File: config.mk
export PLATFORM = sky130hd
export DESIGN_NAME = trace_capture_buffer
export DESIGN_NICKNAME = d
export VERILOG_FILES = /design/src/rtl/trace_capture_buffer.sv
export SDC_FILE = /design/constraint.sdc
export NUM_CORES = 2
export LEC_CHECK = 0
export CORE_MARGIN = 1
export CORE_UTILIZATION = 40
export DETAILED_ROUTE_END_ITERATION = 8
export MAX_ROUTING_LAYER = met4
export PLACE_DENSITY = 0.68
export REMOVE_ABC_BUFFERS = 1
export SETUP_SLACK_MARGIN = 0.3
export SLEW_MARGIN = 10
export SYNTH_ARGS = -nofsm -noshare
export SYNTH_HDL_FRONTEND = slang
export SYNTH_SLANG_ARGS = --single-unit
File: constraint.sdc
create_clock -name clock -period 14.5 [get_ports clock]
set_input_delay 1.45 -clock clock [delete_from_list [all_inputs] [get_ports clock]]
set_output_delay 1.45 -clock clock [all_outputs]
set_load 0.01 [all_outputs]
File: src/rtl/trace_capture_buffer.sv
`default_nettype none
// ============================================================================
// trace_capture_buffer: filters multi-lane retire events into a record FIFO
// Rev 1.0 - initial release
// ============================================================================
module trace_capture_buffer #(
  parameter int LANES = 2,
  parameter int DEPTH = 8,
  parameter int XLEN  = 32
) (
  input  logic                       clock,
  input  logic                       reset,
  input  logic                       enable,
  input  logic [1:0]                 filter_mode,
  input  logic                       clear,
  input  logic [2:0]                 priv_mode,
  input  logic [XLEN-1:0]            timer,
  input  logic [LANES-1:0]           in_valid,
  input  logic [LANES-1:0]           in_excpt,
  input  logic [LANES-1:0]           in_wrenx,
  input  logic [LANES-1:0]           in_wrenf,
  input  logic [LANES*XLEN-1:0]      in_pc,
  input  logic [LANES*XLEN-1:0]      in_inst,
  input  logic [LANES*XLEN-1:0]      in_wrdata,
  input  logic [LANES*5-1:0]         in_wrdst,
  output logic                       out_valid,
  input  logic                       out_ready,
  output logic [XLEN-1:0]            out_pc,
  output logic [XLEN-1:0]            out_inst,
  output logic [XLEN-1:0]            out_wrdata,
  output logic [XLEN-1:0]            out_timer,
  output logic [4:0]                 out_wrdst,
  output logic                       out_wrenx,
  output logic                       out_wrenf,
  output logic                       out_excpt,
  output logic                       out_gap,
  output logic [2:0]                 out_priv,
  output logic                       out_lane,
  output logic [$clog2(DEPTH):0]     count,
  output logic [15:0]                drop_count,
  output logic                       overflow
);

  localparam int AW = $clog2(DEPTH);
  localparam int CW = AW + 1;
  localparam int RW = 4 * XLEN + 13;

  logic [RW-1:0]    mem [DEPTH];
  logic [AW-1:0]    wr_ptr, rd_ptr;
  logic             gap_pending;
  logic             pop;
  logic [LANES-1:0] qual;
  logic [LANES-1:0] wr_en;
  logic [AW-1:0]    wr_addr [LANES];
  logic [RW-1:0]    wr_rec  [LANES];
  logic [CW-1:0]    free_slots, n_store;
  logic [1:0]       n_drop;
  logic             gap_run;
  logic [16:0]      drop_sum;
  logic [RW-1:0]    rd_rec;

  assign out_valid = (count != '0);
  assign pop       = out_valid & out_ready;

  always_comb begin
    qual = '0;
    for (int i = 0; i < LANES; i++) begin
      case (filter_mode)
        2'b00:   qual[i] = 1'b1;
        2'b01:   qual[i] = in_excpt[i];
        2'b10:   qual[i] = in_wrenx[i] | in_wrenf[i];
        default: qual[i] = in_excpt[i] | in_wrenx[i] | in_wrenf[i];
      endcase
      qual[i] = qual[i] & enable & in_valid[i];
    end
  end

  // Lanes are allocated in ascending order; once slots run out every later
  // qualifying lane is a drop and re-arms the gap flag for the next store.
  always_comb begin
    free_slots = CW'(DEPTH) - count + CW'(pop);
    n_store    = '0;
    n_drop     = '0;
    gap_run    = gap_pending & ~clear;
    wr_en      = '0;
    for (int i = 0; i < LANES; i++) begin
      wr_addr[i] = wr_ptr + n_store[AW-1:0];
      wr_rec[i]  = {1'(i), priv_mode, gap_run, in_excpt[i], in_wrenf[i],
                    in_wrenx[i], in_wrdst[i*5 +: 5], timer,
                    in_wrdata[i*XLEN +: XLEN], in_inst[i*XLEN +: XLEN],
                    in_pc[i*XLEN +: XLEN]};
      if (qual[i]) begin
        if (n_store < free_slots) begin
          wr_en[i] = 1'b1;
          n_store  = n_store + 1'b1;
          gap_run  = 1'b0;
        end else begin
          n_drop  = n_drop + 1'b1;
          gap_run = 1'b1;
        end
      end
    end
  end

  assign drop_sum = {1'b0, drop_count} + 17'(n_drop);

  always_ff @(posedge clock or posedge reset) begin
    if (reset) begin
      wr_ptr      <= '0;
      rd_ptr      <= '0;
      count       <= '0;
      gap_pending <= 1'b0;
      drop_count  <= '0;
      overflow    <= 1'b0;
    end else begin
      wr_ptr      <= wr_ptr + n_store[AW-1:0];
      if (pop) rd_ptr <= rd_ptr + 1'b1;
      count       <= count + n_store - CW'(pop);
      gap_pending <= gap_run;
      if (clear) begin
        drop_count <= '0;
        overflow   <= 1'b0;
      end else begin
        drop_count <= drop_sum[16] ? 16'hFFFF : drop_sum[15:0];
        if (n_drop != '0) overflow <= 1'b1;
      end
    end
  end

  // Storage needs no reset: an empty FIFO masks every output field.
  always_ff @(posedge clock) begin
    for (int i = 0; i < LANES; i++) begin
      if (wr_en[i]) mem[wr_addr[i]] <= wr_rec[i];
    end
  end

  assign rd_rec = out_valid ? mem[rd_ptr] : '0;

  assign out_pc     = rd_rec[0*XLEN +: XLEN];
  assign out_inst   = rd_rec[1*XLEN +: XLEN];
  assign out_wrdata = rd_rec[2*XLEN +: XLEN];
  assign out_timer  = rd_rec[3*XLEN +: XLEN];
  assign out_wrdst  = rd_rec[4*XLEN +: 5];
  assign out_wrenx  = rd_rec[4*XLEN + 5];
  assign out_wrenf  = rd_rec[4*XLEN + 6];
  assign out_excpt  = rd_rec[4*XLEN + 7];
  assign out_gap    = rd_rec[4*XLEN + 8];
  assign out_priv   = rd_rec[4*XLEN + 9 +: 3];
  assign out_lane   = rd_rec[4*XLEN + 12];

endmodule
`default_nettype wire

==> metrics.txt <==
CP required=14.89 ns; layout cells sized above 1=30.3%; post-synthesis xor/xnor area fraction=less than 1%; Finished Cell Area=0.0736 mm²; drt first pass iters=5; CTS tree=built; most common cell after layout, fill and taps aside=edfxtp_1; critical path cell sequence=clkdlybuf4s50_1 -> nand2_1 -> ha_1 -> or3_1 -> a32o_1 -> a31oi_4 -> buf_4 -> buf_4 -> nand2_1 -> nand2_4 -> buf_4 -> buf_4; largest net degree at the start of global routing=about 110; Area growth, synth to finish=15.3%; GP Congestion=approximately 0.77; Final #Nets=4,770; first-pass GRT wire length=288,000 µm; Worst setup EP type=flop; DP HPWL=around 100,000 µm; DR vias=40,662; Pint=8.08 mW; Inst Count DP=roughly 6,400; Total GRT Usage=24.8%; cell count of the worst reg-to-reg path=17; Netlist cell types=52; hold wc startpoint=mem[0][140]; Slew HR=20.2%; Clock Power Share=25.8%; Post-DRT Antenna Nets=0; Layout Utilization=a little under half; CP startpoint kind=primary input; Routed WL=196,000 µm; mux contribution to synthesized area=between 20% and 30%; final non-filler cell total=about 6,700; Gate power share=39.4%; Synth async-reset ratio=2.42%; cts hold-fix bufs=0; Core Box Area=0.158 mm²; Netlist Area Pre-Place=0.0639 mm²; post_cts resized=0; Synth Area in Adders=less than 1%; Clock Skew=0.0395 ns; post-synthesis sequential area ratio=54.0%; reg-to-reg endpoint=mem[6][101]; Worst Tran Pin Value=1.20 ns; Max Transition Viols Final=0; largest family of logic cells by synthesized area=multiplexers; most frequent cells in the layout=edfxtp_1 (1,120), and3_1 (836), mux2_2 (574), clkdlybuf4s50_1 (414), mux4_2 (282); Synth Area in Simple Gates=under 10%; worst min path class=reg -> reg; mean area per synthesized cell=14.9 µm²; DR WL/cell=29.2 µm; fmax=about 140 MHz; Compound-Gate Fraction of Synth Area=3.77%; clock-pin slew on the worst setup and hold paths=0.06 ns; max_cap viols=0; reg2reg setup slack=7.44 ns; Clock Latency Late Sink=0.78 ns; Die X=402 µm; Max stage delay on crit path=0.79 ns; sw power=4.46 mW; Synth Register Bits=1,156; Final Critical Period=7.15 ns; Pwr per Cell Area=roughly 170 mW/mm²; Crit Path Class=in -> reg; First DRT Iteration DRCs=3,982; Setup WS pre-CTS=roughly 6.7 ns; Hold Path Sink=mem[0][140]; IO Count=415; Top FF cell, synth=edfxtp_1; Synth warnings=0; leakage=29.7 nW; worst setup margin=approximately 7.4 ns; Worst path most repeated cell=buf_4; RSZ-0062 raised after global routing=false; maximum clock path buffer count=3; fin crit share=49.3%; Slowest-stage cell, CP=buf_4; initial antenna violation count=46; number of global-route vias before repair=42,510; Hold Fails Final Rpt=0; Cells after Synth=4,300; Worst IR Drop VDD=0.127 mV; global route overflow=0; Post-synth EDFFs=roughly 1,100; root buf cell=clkbuf_16; # setup viols final=0; Cells on Worst Hold Path=1; Initial Util=between 40% and 50%; Area after DPL=just under 0.07 mm²; clock sink count=1,156; switching part of the total=35.6%; H-tree levels=4; status=complete, no violations; Avg Vias per Cell=between 6 and 7; FF-to-FF Start=count[2]; power share of the sequential group=between 30% and 40%; Arrival @ worst endpoint=7.54 ns; DRC Markers=0; Post-CTS Setup Inserts=0; CTS buffer count=132; Port Buffers=about 410; crit path max fanout=86; Chip Height=402 µm; floorplan row count=146; Die ar.=approximately 0.16 mm²
[layer usage]
metal / GRT usage [%] / up-vias / wire [µm]
met4: 8.55 / 0 / 4830
met5: - / - / 0
met3: 4.52 / 297 / 15500
met1: 32.2 / 21290 / 80900
met2: 38.9 / 1729 / 94800
li1: - / 17346 / -
[critical path: cells and delay by family]
| family | cells | cell delay, ns |
|---|---|---|
| compound gates | 2 | 1.02 |
| fa+ha+maj | 1 | 0.26 |
| simple gates | 4 | 1.21 |
| buf+inv | 5 | 3.34 |
[layout make-up]
cell class,instances,area (µm²)
fillers,13744,84700
clock buffers,172,3450
flip-flops and latches,1156,34500
well taps,2072,2590
repair buffers,499,4840
diodes,50,125
multi-input cells,2685,27400
clock inverters,62,636
inverters,25,93.8
[stage by stage]
stage	power [mW]	TNS, ns	hold slack [ns]
finish	12.5	0	0.463
global route	13.0	0	0.484
CTS	12.6	0	0.464
detailed placement	9.41	0	0.451
global placement	9.36	0	0.443
floorplan	7.93	-1201.77	0.435
[state kept, by name, summed over array words and instances, names as in the netlist]
register	cells
mem	1128
drop_count	16
count	4
rd_ptr	3
wr_ptr	3
gap_pending	1
overflow	1
[logic make-up (layout without fill, tap and decap cells)]
family | Yosys count | in the layout
muxes | 1267 | 1267
adders and majority gates | 19 | 19
AOI/OAI and AO/OA | 320 | 320
buffers and inverters | 459 | 758
other | 0 | 50
DFF | 1156 | 1156
and+or+nand+nor | 1061 | 1061
xor gates and xnor gates | 18 | 18
[worst max-delay path by stage]
stage	from	end	slack, ns	cells after the start
after CTS	count[2]	mem[6][137]	7.50	17
after detailed placement	out_ready	mem[6][98]	6.69	12
after floorplan	count[2]	mem[3][0]	-1.53	13
after global routing	count[2]	mem[6][137]	7.15	17
after global placement	out_ready	mem[6][98]	6.75	12
final	out_ready	mem[6][101]	7.35	12
[Yosys cell counts, types with 3 or more instances]
library cell | instances | area share, %
a21bo_2 | 8 | 0.13
a21boi_0 | 240 | 2.8
a21boi_1 | 40 | 0.47
a21oi_1 | 16 | 0.13
and3_1 | 838 | 8.2
buf_1 | 36 | 0.21
buf_2 | 46 | 0.36
buf_6 | 40 | 0.71
clkbuf_1 | 310 | 1.8
dfrtp_1 | 28 | 1.1
dfxtp_1 | 8 | 0.25
edfxtp_1 | 1120 | 53
fa_1 | 3 | 0.094
ha_1 | 16 | 0.31
inv_1 | 25 | 0.15
mux2_1 | 8 | 0.14
mux2_2 | 574 | 10
mux2_4 | 252 | 5.9
mux2i_1 | 151 | 2.4
mux4_2 | 282 | 9.9
nand2_1 | 28 | 0.16
nand3_1 | 13 | 0.10
nand4_1 | 3 | 0.029
nand4_4 | 4 | 0.13
nor2_1 | 151 | 0.89
nor2b_1 | 3 | 0.029
nor3_1 | 7 | 0.055
nor3b_1 | 4 | 0.047
xnor2_1 | 10 | 0.14
xor2_1 | 8 | 0.11
[power groups by stage]
stage          clock, mW  combinational (mW)  sequential [mW]
2_1_floorplan          0                3.24             4.69
3_3_place_gp           0                4.94             4.42
3_5_place_dp           0                4.97             4.44
4_1_cts             3.27                4.99             4.37
5_1_grt             3.39                5.22             4.40
6_report            3.23                4.95             4.36
No activity file was read; power rests on OpenSTA's default activity.
